===== src/rtl/disparity_ad_wta.sv =====
// Absolute-difference stereo matching cost over DISPARITY_RANGE candidates with a
// fully registered winner-takes-all argmin tree; sync signals are delay-matched.
module disparity_ad_wta #(
  parameter int unsigned DISPARITY_RANGE = 16,
  parameter int unsigned PIXEL_BITS      = 8,
  parameter int unsigned DISP_SHIFT      = 4,
  parameter int unsigned INVALID_COST    = (2 ** PIXEL_BITS) - 1
) (
  input  logic                  clk,
  input  logic                  rst,
  input  logic                  de_in,
  input  logic                  h_sync_in,
  input  logic                  v_sync_in,
  input  logic [PIXEL_BITS-1:0] pixel_left,
  input  logic [PIXEL_BITS-1:0] pixel_right,
  output logic                  de_out,
  output logic                  h_sync_out,
  output logic                  v_sync_out,
  output logic [7:0]            pixel_disparity,
  output logic [PIXEL_BITS-1:0] min_cost
);

  localparam int unsigned D     = DISPARITY_RANGE;
  localparam int unsigned PB    = PIXEL_BITS;
  localparam int unsigned IW    = $clog2(D);
  localparam int unsigned LAT   = 1 + IW;
  localparam int unsigned SW    = IW + DISP_SHIFT;
  localparam int unsigned NODES = 2 * D;

  // Tree nodes use heap numbering: root 1 (output register), children 2n/2n+1, leaf d at D+d.
  logic [PB-1:0] line_q [D-1];
  logic [PB-1:0] line_d [D-1];
  logic [IW-1:0] col_q, col_d;
  logic [PB-1:0] cand [D];
  logic [PB-1:0] cost_q [2:NODES-1];
  logic [PB-1:0] cost_d [2:NODES-1];
  logic [IW-1:0] idx_q  [2:NODES-1];
  logic [IW-1:0] idx_d  [2:NODES-1];
  logic [2:0]    sync_q [LAT];
  logic [2:0]    sync_d [LAT];
  logic [7:0]    disp_q, disp_d;
  logic [PB-1:0] mcost_q, mcost_d;
  logic [IW-1:0] win_idx;
  logic [PB-1:0] win_cost;
  logic [SW-1:0] win_shift;

  always_comb begin
    line_d    = line_q;
    col_d     = '0;
    cost_d    = cost_q;
    idx_d     = idx_q;
    disp_d    = '0;
    mcost_d   = '0;
    win_idx   = '0;
    win_cost  = '0;
    win_shift = '0;

    // Right delay line and column counter only advance on active pixels.
    if (de_in) begin
      line_d[0] = pixel_right;
      for (int unsigned k = 1; k < D - 1; k++) line_d[k] = line_q[k-1];
      col_d = (col_q == IW'(D - 1)) ? col_q : col_q + IW'(1);
    end

    cand[0] = pixel_right;
    for (int unsigned d = 1; d < D; d++) cand[d] = line_q[d-1];

    // Leaves: AD cost, candidates past the current column are off-image.
    for (int unsigned d = 0; d < D; d++) begin
      idx_d[D+d] = IW'(d);
      if (IW'(d) > col_q)
        cost_d[D+d] = PB'(INVALID_COST);
      else if (pixel_left >= cand[d])
        cost_d[D+d] = pixel_left - cand[d];
      else
        cost_d[D+d] = cand[d] - pixel_left;
    end

    // Internal nodes: the left child holds lower indices, so it wins ties.
    for (int unsigned n = 2; n < D; n++) begin
      if (cost_q[2*n+1] < cost_q[2*n]) begin
        cost_d[n] = cost_q[2*n+1];
        idx_d[n]  = idx_q[2*n+1];
      end else begin
        cost_d[n] = cost_q[2*n];
        idx_d[n]  = idx_q[2*n];
      end
    end

    if (cost_q[3] < cost_q[2]) begin
      win_cost = cost_q[3];
      win_idx  = idx_q[3];
    end else begin
      win_cost = cost_q[2];
      win_idx  = idx_q[2];
    end
    win_shift = SW'(win_idx) << DISP_SHIFT;

    // Root stage is masked with the de that travels alongside it.
    if (sync_q[LAT-2][2]) begin
      disp_d  = 8'(win_shift);
      mcost_d = win_cost;
    end

    sync_d[0] = {de_in, h_sync_in, v_sync_in};
    for (int unsigned k = 1; k < LAT; k++) sync_d[k] = sync_q[k-1];
  end

  always_ff @(posedge clk) begin
    if (rst) begin
      line_q  <= '{default: '0};
      col_q   <= '0;
      cost_q  <= '{default: '0};
      idx_q   <= '{default: '0};
      sync_q  <= '{default: '0};
      disp_q  <= '0;
      mcost_q <= '0;
    end else begin
      line_q  <= line_d;
      col_q   <= col_d;
      cost_q  <= cost_d;
      idx_q   <= idx_d;
      sync_q  <= sync_d;
      disp_q  <= disp_d;
      mcost_q <= mcost_d;
    end
  end

  assign de_out          = sync_q[LAT-1][2];
  assign h_sync_out      = sync_q[LAT-1][1];
  assign v_sync_out      = sync_q[LAT-1][0];
  assign pixel_disparity = disp_q;
  assign min_cost        = mcost_q;

endmodule


===== config.mk =====
export PLATFORM = sky130hd
export DESIGN_NAME = disparity_ad_wta
export DESIGN_NICKNAME = d
export VERILOG_FILES = /design/src/rtl/disparity_ad_wta.sv
export SDC_FILE = /design/constraint.sdc
export NUM_CORES = 1
export LEC_CHECK = 0
export CAP_MARGIN = 20
export CORE_MARGIN = 4
export CORE_UTILIZATION = 58
export DETAILED_ROUTE_END_ITERATION = 12
export GPL_ROUTABILITY_DRIVEN = 0
export PLACE_DENSITY = 0.78
export SLEW_MARGIN = 20
export SYNTH_ARGS = -nofsm -noshare
export SYNTH_HDL_FRONTEND = slang
export SYNTH_SLANG_ARGS = --single-unit

===== constraint.sdc =====
create_clock -name clk -period 3.5 [get_ports clk]
set_input_delay 0.7 -clock clk [delete_from_list [all_inputs] [get_ports clk]]
set_output_delay 0.7 -clock clk [all_outputs]
set_load 0.1 [all_outputs]

==> results_dict.tcl, run 1 <==
set metrics [dict create \
    outcome "complete, no violations" \
    route.vias.total 22500 \
    synthesis.instances 3030 \
    finalHoldViolations 0 \
    overflow 0 \
    core_area_um2 45700 \
    chipWidth_um 223 \
    synthFlopType "dfxtp_1" \
    dp_hpwl_um 52500 \
    yosysSeqAreaShare_pct 31.6 \
    start_kind "input pin" \
    tightest_slew_ns 0.973 \
    die_h_um 223 \
    final_nets 3580 \
    clock_skew_ns 0.0230 \
    dieArea_um2 49900 \
    utilization_pct 67.1 \
    post-place-ws_ns -0.204 \
    drv_cap 0 \
    drc 0 \
    cts_buffer_depth 3 \
    cts_root_buffer "clkbuf_16" \
    synth_top_cell_area_share_pct 31.6 \
    htree_levels 2 \
    fill_cells 3496 \
    yosys.area_share.simple_pct 14.1 \
    fmaxAchievable_mhz 314 \
    layout_common_cells "dfxtp_1 (425), nor2_1 (363), ha_1 (348)" \
    ys_async_sr_fraction_pct 0 \
    layout-drive-gt1-share_pct 9.83 \
    rows 78 \
    synth_xor_area_share_pct 1.85 \
    io_pins 40 \
    rsz0062_at_grt "false" \
    crit_path_start "pixel_left[2]" \
    yosys-top-cells-area "dfxtp_1 (32%), ha_1 (16%), mux2i_1 (11%)" \
    cp_data_required_time_ns 3.95 \
    register_area_um2 8510 \
    wl_per_cell_um 18.8 \
    cts.sink_count 425 \
    reg2reg_from "cand[16]$_SDFFE_PP0P_" \
    ys_ff_latch 425 \
    cp_max_fo 6 \
    dr.pass1.iters 5 \
    layout_commonest_cell "dfxtp_1" \
    synth_warnings 0 \
    setup_ws_ns 0.318 \
    antenna_cells 0 \
    grt_max_degree 129 \
    powerDensity_nw_per_um2 429 \
    multi_input_area_um2 16800 \
    worstPathArrival_ns 3.63 \
    setup_viol 0 \
    start_util_pct 58.9 \
    slew_viol_final 0 \
    hp-class "register to register" \
    path_class "input pin to register" \
    area_delta_synth_final_pct 13.7 \
    hold_buffers 0 \
    synth_fa_ha_area_share_pct 18.6 \
    maxSlewHeadroom_pct 34.9 \
    synth_top_area_cell "dfxtp_1" \
    synth_compound_area_share_pct 15.8 \
    drtIter0Drc 1735 \
    p_leak_uw 0.0138 \
    period_share_pct 90.9 \
    synth.area.mux_share_pct 12.1 \
    cts_buffers 47 \
    cts_tree "done" \
    syn_area_um2 26900 \
    post-route-min-period_ns 3.18 \
    synth_top_family_by_area "adder cells" \
    via_per_inst 5.90 \
    cts_resized 0 \
    ir_worst_vdd_mv 0.431 \
    worstHoldStart "idx_q[115]$_SDFF_PP0_" \
    grt_pass1_vias 22100 \
    clock_latency_ns 0.59 \
    grt_usage_pct 27.7 \
    numPortBuffers 35 \
    clkTransAtPathRegs_ns 0.06 \
    antenna_found_initial 0 \
    synth_cell_type_count 78 \
    wl_um 71700 \
    antenna_left 0 \
    grt_pass1_wl_um 113000 \
    synth.avg_cell_area_um2 8.89 \
    synth_edf_count 0 \
    worstSetupEndpointType "register" \
    cts_setup_buffers 0 \
]
[worst max-delay path, cell delays in order]
cell             delay [ns]
clkdlybuf4s50_1        0.53
inv_1                  0.11
buf_12                 0.15
ha_1                   0.32
nor2b_1                0.16
o21ai_0                0.25
a31o_2                 0.22
a21oi_1                0.10
buf_4                  0.15
nor4b_1                0.43
a211oi_1               0.11
a2111oi_1              0.40
[kinds of logic after synthesis]
group           count (synthesis)
flops                         425
mux                           323
other cells                     1
compound gates                645
buf+inv                       405
xor+xnor                       57
simple gates                  794
fa+ha+maj                     380
[registers in the layout, summed over array words and instances, names as in the netlist, 4 cells and up]
name / cells
pixel_disparity: 4
cand: 120
min_cost: 8
idx_q: 34
cost_q: 240
sync_d: 12
col_q: 4
[synthesized netlist by cell type, types with 46 or more instances]
master and count:
dfxtp_1 425, nor2_1 363, ha_1 348, mux2i_1 304, inv_1 286, a21oi_1 211, o21ai_0 112, nand2_1 102
nor2b_1 87, clkbuf_1 76, a21o_1 65, nand2b_1 48, o21a_1 48, xnor2_1 46
[where the power goes]
part / total [uW] / switching (uW) / internal (uW)
sequential: 5300 / 174 / 5120
combinational: 2890 / 1600 / 1290
clock: 4960 / 2040 / 2920
[per-stage QoR]
step	instance area [um^2]	total power (uW)	setup TNS, ns	hold slack [ns]	std cells
after floorplan	26900	7350	0	0.401	3033
after global placement	29100	8100	-0.438	0.416	3729
after CTS	30600	13200	0	0.427	3814
after detailed placement	29100	8230	-3.73	0.418	3730
final	30600	13100	0	0.424	3814
after global routing	30600	13700	0	0.455	3814
[final timing paths]
kind,endpoint,slack (ns),cells after the start
worst max-delay path,cost_q[23]$_SDFF_PP0_,0.32,12
worst min-delay path,pixel_disparity[7]$_SDFF_PP0_,0.42,2
worst max register to register,cost_q[23]$_SDFF_PP0_,0.83,10
worst min register to register,pixel_disparity[7]$_SDFF_PP0_,0.42,2
[routing by layer]
metal / GRT usage, % / share of wire (%) / wire length, um
met3: 3.97 / 7.2 / 5140
met1: 35.8 / 42 / 30300
met5: 0 / 0 / 0
met4: 10.2 / 3.9 / 2820
met2: 47.1 / 47 / 33400
[cell type report]
class / instances / share of cell area, %
tap: 600 / 2.45
multi-input combinational: 2203 / 55.0
timing repair buffer: 215 / 6.17
clock inverter: 19 / 0.695
clock buffer: 65 / 4.39
inverter: 287 / 3.53
sequential: 425 / 27.8
Note: power is estimated with default switching activity, not from simulation.
==> run 2: changes to the inputs <==
==> constraint.sdc (replaced) <==
create_clock -name clk -period 3.5 [get_ports clk]
set_input_delay 0.7 -clock clk [delete_from_list [all_inputs] [get_ports clk]]
set_output_delay 0.7 -clock clk [all_outputs]
set_load 0.01 [all_outputs]
==> results of run 2 <==
Same layout as run 1 (identical final DEF). Status: complete, no violations.
